[src/rtl/ifetch_buffer.sv]
// Fetch-side instruction buffer: issues reads for the fetch address stream and queues
// the returned words with their addresses for decode. A branch flush discards everything.
module ifetch_buffer #(
    parameter int ADDR_W = 16,
    parameter int INSN_W = 32,
    parameter int DEPTH  = 4
) (
    input  logic              clk,
    input  logic              rst,
    input  logic              v_i,
    input  logic [ADDR_W-1:0] addr_i,
    output logic              stall_o,
    input  logic              flush_i,
    output logic              imem_en_o,
    output logic [ADDR_W-1:0] imem_addr_o,
    input  logic [INSN_W-1:0] imem_data_i,
    output logic              out_v_o,
    input  logic              out_rdy_i,
    output logic [INSN_W-1:0] out_insn_o,
    output logic [ADDR_W-1:0] out_addr_o
);

    localparam int PTR_W = $clog2(DEPTH);
    localparam int CNT_W = $clog2(DEPTH + 1);
    localparam logic [PTR_W-1:0] PTR_ONE  = PTR_W'(1);
    localparam logic [CNT_W-1:0] CNT_ONE  = CNT_W'(1);
    localparam logic [CNT_W:0]   FULL_LVL = (CNT_W + 1)'(DEPTH);

    logic [PTR_W-1:0]  rd_ptr_r;
    logic [PTR_W-1:0]  wr_ptr_r;
    logic [CNT_W-1:0]  count_r;
    logic              pend_v_r;
    logic [ADDR_W-1:0] pend_addr_r;
    logic [INSN_W-1:0] insn_mem_r [DEPTH];
    logic [ADDR_W-1:0] addr_mem_r [DEPTH];

    logic              issue_s;
    logic              push_s;
    logic              pop_s;
    logic [CNT_W:0]    reserved_s;

    // In-flight reads reserve a slot, so stall depends on registers only.
    assign reserved_s  = {1'b0, count_r} + {{CNT_W{1'b0}}, pend_v_r};
    assign stall_o     = (reserved_s >= FULL_LVL);
    assign issue_s     = v_i & ~stall_o & ~flush_i & rst;
    assign push_s      = pend_v_r & ~flush_i;
    assign out_v_o     = (count_r != {CNT_W{1'b0}}) & ~flush_i;
    assign pop_s       = out_v_o & out_rdy_i;

    assign imem_en_o   = issue_s;
    assign imem_addr_o = addr_i;
    assign out_insn_o  = insn_mem_r[rd_ptr_r];
    assign out_addr_o  = addr_mem_r[rd_ptr_r];

    // Pointers, occupancy and the one-cycle read-in-flight tracker.
    always_ff @(posedge clk or negedge rst) begin
        if (!rst) begin
            rd_ptr_r    <= {PTR_W{1'b0}};
            wr_ptr_r    <= {PTR_W{1'b0}};
            count_r     <= {CNT_W{1'b0}};
            pend_v_r    <= 1'b0;
            pend_addr_r <= {ADDR_W{1'b0}};
        end else if (flush_i) begin
            rd_ptr_r    <= {PTR_W{1'b0}};
            wr_ptr_r    <= {PTR_W{1'b0}};
            count_r     <= {CNT_W{1'b0}};
            pend_v_r    <= 1'b0;
            pend_addr_r <= addr_i;
        end else begin
            pend_v_r    <= issue_s;
            pend_addr_r <= addr_i;
            if (push_s) begin
                wr_ptr_r <= wr_ptr_r + PTR_ONE;
            end else begin
                wr_ptr_r <= wr_ptr_r;
            end
            if (pop_s) begin
                rd_ptr_r <= rd_ptr_r + PTR_ONE;
            end else begin
                rd_ptr_r <= rd_ptr_r;
            end
            case ({push_s, pop_s})
                2'b10:   count_r <= count_r + CNT_ONE;
                2'b01:   count_r <= count_r - CNT_ONE;
                default: count_r <= count_r;
            endcase
        end
    end

    // Entry storage; written only by a surviving response.
    always_ff @(posedge clk or negedge rst) begin
        if (!rst) begin
            for (int i = 0; i < DEPTH; i++) begin
                insn_mem_r[i] <= {INSN_W{1'b0}};
                addr_mem_r[i] <= {ADDR_W{1'b0}};
            end
        end else if (push_s) begin
            insn_mem_r[wr_ptr_r] <= imem_data_i;
            addr_mem_r[wr_ptr_r] <= pend_addr_r;
        end else begin
            insn_mem_r[wr_ptr_r] <= insn_mem_r[wr_ptr_r];
            addr_mem_r[wr_ptr_r] <= addr_mem_r[wr_ptr_r];
        end
    end

endmodule
[config.mk]
export PLATFORM = sky130hd
export DESIGN_NAME = ifetch_buffer
export DESIGN_NICKNAME = d
export VERILOG_FILES = /design/src/rtl/ifetch_buffer.sv
export SDC_FILE = /design/constraint.sdc
export NUM_CORES = 1
export LEC_CHECK = 0
export ABC_AREA = 1
export CAP_MARGIN = 40
export CORE_UTILIZATION = 50
export CTS_CLUSTER_SIZE = 40
export DETAILED_ROUTE_END_ITERATION = 10
export HOLD_SLACK_MARGIN = 0.15
export PLACE_DENSITY = 0.74
export SYNTH_ARGS = -nofsm -noshare
export SYNTH_HDL_FRONTEND = slang
export SYNTH_SLANG_ARGS = --single-unit
[constraint.sdc]
create_clock -name clk -period 1.6 [get_ports clk]
set_input_delay 0.32 -clock clk [delete_from_list [all_inputs] [get_ports clk]]
set_output_delay 0.32 -clock clk [all_outputs]
set_load 0.01 [all_outputs]
==> impl_metrics.env <==
export IMPL_synth_area_top_cells="dfrtp_1 (43%), nand2_1 (13%), nand3_1 (7.9%), o211ai_2 (7.1%), o21ai_0 (3.6%)"
export IMPL_antenna_diode_count=0
export IMPL_clk_path_buf_depth=3
export IMPL_yosys_area_top_type="dfrtp_1"
export IMPL_vias=12083
export IMPL_synth_seq_area_share_pct=42.7
export IMPL_num_rows=57
export IMPL_setup_ws_ps=-574
export IMPL_hold_viol_final=0
export IMPL_drc=0
export IMPL_arrival_ps=1850
export IMPL_dieArea_um2=26000
export IMPL_cts_tree="yes"
export IMPL_syn_area_um2=12700
export IMPL_violations="setup timing"
export IMPL_slew_headroom_pct=58.5
export IMPL_drt_iter0_drc=1207
export IMPL_htreeDepth=1
export IMPL_critPathCaptureType="primary output"
export IMPL_static_leakage_power_uw=0.00790
export IMPL_hold_path_end="pend_addr_r[13]"
export IMPL_drive_above_1_share_pct=28.5
export IMPL_max_freq_mhz=460
export IMPL_io_buffers=119
export IMPL_place_hpwl_mm=22.8
export IMPL_synth_cell_types=28
export IMPL_post_route_util_pct=66.3
export IMPL_syn_to_final_growth_pct=28.8
export IMPL_rsz0062_at_grt="true"
export IMPL_grt_pass1_wl_mm=62.6
export IMPL_min_from="addr_i[13]"
export IMPL_reg2reg_to="count_r[2]"
export IMPL_core_um2=24600
export IMPL_grt_use_total_pct=30.1
export IMPL_p_comb_share_pct=46.0
export IMPL_r2r_setup_slack_ps=-200
export IMPL_antenna_found_initial=0
export IMPL_irDropWorstVdd_v=0.000990
export IMPL_dieHeight_um=161
export IMPL_gr_total_overflow=0
export IMPL_maxSlewViolCount=0
export IMPL_min_path_type="input port to register"
export IMPL_root_buffer="clkbuf_16"
export IMPL_switching_share_pct=40.1
export IMPL_ys_warn_count=0
export IMPL_power_per_cell_area_nw_per_um2=1770
export IMPL_die_x_um=161
export IMPL_grt_pass1_vias=11911
export IMPL_internal_power_uw=17300
export IMPL_pin_count=120
export IMPL_seq_power_share_pct=32.6
export IMPL_clk_pin_slew_ps=60
export IMPL_critPathMaxFanout=8
export IMPL_nFillCells=1936
export IMPL_post_place_ws_ps=-459
export IMPL_drtPass1Iterations=5
export IMPL_cap_violations=0
export IMPL_ys_ff_latch=216
export IMPL_finalSetupViolations=52
export IMPL_synth_fp_nets=1614
export IMPL_wl_per_cell_um=19.3
export IMPL_worst_hold_slack_ps=259
export IMPL_syn_inst=1556
export IMPL_finalCritPeriodShare_pct=136
export IMPL_path_class="register to primary output"
export IMPL_grt_max_degree=114
export IMPL_start_kind="register"
export IMPL_fin_tns_setup_ps=-24590
export IMPL_r2r_cells=13
export IMPL_viasPerCell=5.88
export IMPL_rr_startpoint="count_r[1]"
export IMPL_wl_mm=39.6
export IMPL_fin_skew_ps=18.9
export IMPL_period_minus_slack_ps=2170
export IMPL_gp_congestion=0.823
export IMPL_cts_sinks=216
export IMPL_postRouteAntennaNets=0
export IMPL_synth_top_cell_area_share_pct=42.7
export IMPL_p_clk_share_pct=21.4
export IMPL_synth_area_per_cell_um2=8.14
export IMPL_outcome="finished with violations"
export IMPL_tightest_slew_ps=622
export IMPL_worstPathRequired_ps=1280
export IMPL_cts_buffers=24
export IMPL_nets=1772
export IMPL_clk_latency_ps=530
export IMPL_switching_power_uw=11600
export IMPL_min_path_cells=1
export IMPL_initial_core_util_pct=51.5
-- registers in the layout, summed over array words and instances, names as in the netlist --
signal / cells
pend_v_r: 1
pend_addr_r: 16
rd_ptr_r: 2
wr_ptr_r: 2
insn_mem_r: 128
addr_mem_r: 64
count_r: 3
-- metal layers --
metal  track usage, %  wire length (um)  vias up
met1             40.4             15800     5772
met4             12.7              1330        0
li1                 -                 -     5518
met2             48.9             18800      675
met3             4.13              3700      118
met5                0                 0        -
-- per-stage QoR --
stage / power [uW] / cell area [um2] / std cells
3_3_place_gp: 20900 / 14700 / 1980
6_report: 28900 / 16300 / 2056
4_1_cts: 28100 / 16000 / 2050
3_5_place_dp: 21200 / 14700 / 1980
2_1_floorplan: 16100 / 12700 / 1556
5_1_grt: 30700 / 16300 / 2056
-- cell families (layout without fill, tap and decap cells) --
family	after synthesis	in the layout	share of synthesized area [%]
XOR/XNOR	1	1	0.0692
adder cells (fa/ha/maj)	5	5	0.553
AO/OA/AOI/OAI	296	296	16.4
AND/OR/NAND/NOR	846	846	31.9
buffers and inverters	192	368	8.37
flip-flops	216	216	42.7
-- Yosys cell counts, drive strengths merged --
| cell | number |
|---|---|
| nor2 | 55 |
| dfrtp | 216 |
| nand3 | 243 |
| inv | 64 |
| clkbuf | 55 |
| o21ai | 150 |
| a21oi | 50 |
| nand4 | 1 |
| fa | 1 |
| nand2 | 450 |
| xnor2 | 1 |
| o211ai | 96 |
| ha | 4 |
| nor3 | 1 |
| or2 | 96 |
| buf | 73 |
-- power by group through the flow --
stage | Clock, uW | Combinational (uW) | Sequential (uW)
after floorplan | 0 | 7220 | 8890
after global routing | 6430 | 14500 | 9700
after CTS | 6230 | 12500 | 9290
final | 6180 | 13300 | 9440
after detailed placement | 0 | 12000 | 9260
after global placement | 0 | 11700 | 9170
-- worst max path at each step --
stage / cells after the start / from / endpoint
6_report: 6 / rd_ptr_r[0] / out_addr_o[14]
5_1_grt: 7 / rd_ptr_r[0] / out_addr_o[14]
4_1_cts: 6 / rd_ptr_r[0] / out_insn_o[10]
3_5_place_dp: 5 / rd_ptr_r[0] / out_insn_o[31]
3_3_place_gp: 5 / rd_ptr_r[0] / out_insn_o[31]
2_1_floorplan: 11 / count_r[0] / count_r[2]
-- worst max-delay path: stages (launching register included) --
cell       delay [ps]
dfrtp_2           450
buf_12            170
inv_16            100
clkbuf_16         150
o21ai_0            70
o21ai_1           220
buf_2             180
-- layout by cell type, fill, tap and decap left out, types with 36 or more instances in the layout --
cell type / n
clkdlybuf4s50_1: 51
dfrtp_1: 212
nand3_1: 199
nand2_1: 446
inv_1: 51
or2_1: 60
buf_4: 77
nand3_2: 42
or2_4: 36
o21ai_0: 48
o21ai_1: 87
buf_2: 50
o211ai_2: 72
-- timing repair --
action,4_1_cts,5_1_grt
gates resized for setup,344,72
endpoints found under the setup margin,69,135
cloned,9,5
buffers inserted,17,8
pin swaps,27,40
hold endpoints to repair,37,31
hold buffers,1,1
-- cell type report --
type	instances	area, um2	area share, %
multi-input combinational	1148	6630	40.7
sequential	216	5410	33.2
timing repair buffer	259	2700	16.5
clock buffer	34	729	4.47
tap	324	405	2.49
inverter	64	258	1.58
clock inverter	10	158	0.967
timing repair inverter	1	20.0	0.123
No activity file was read; power rests on OpenSTA's default activity.
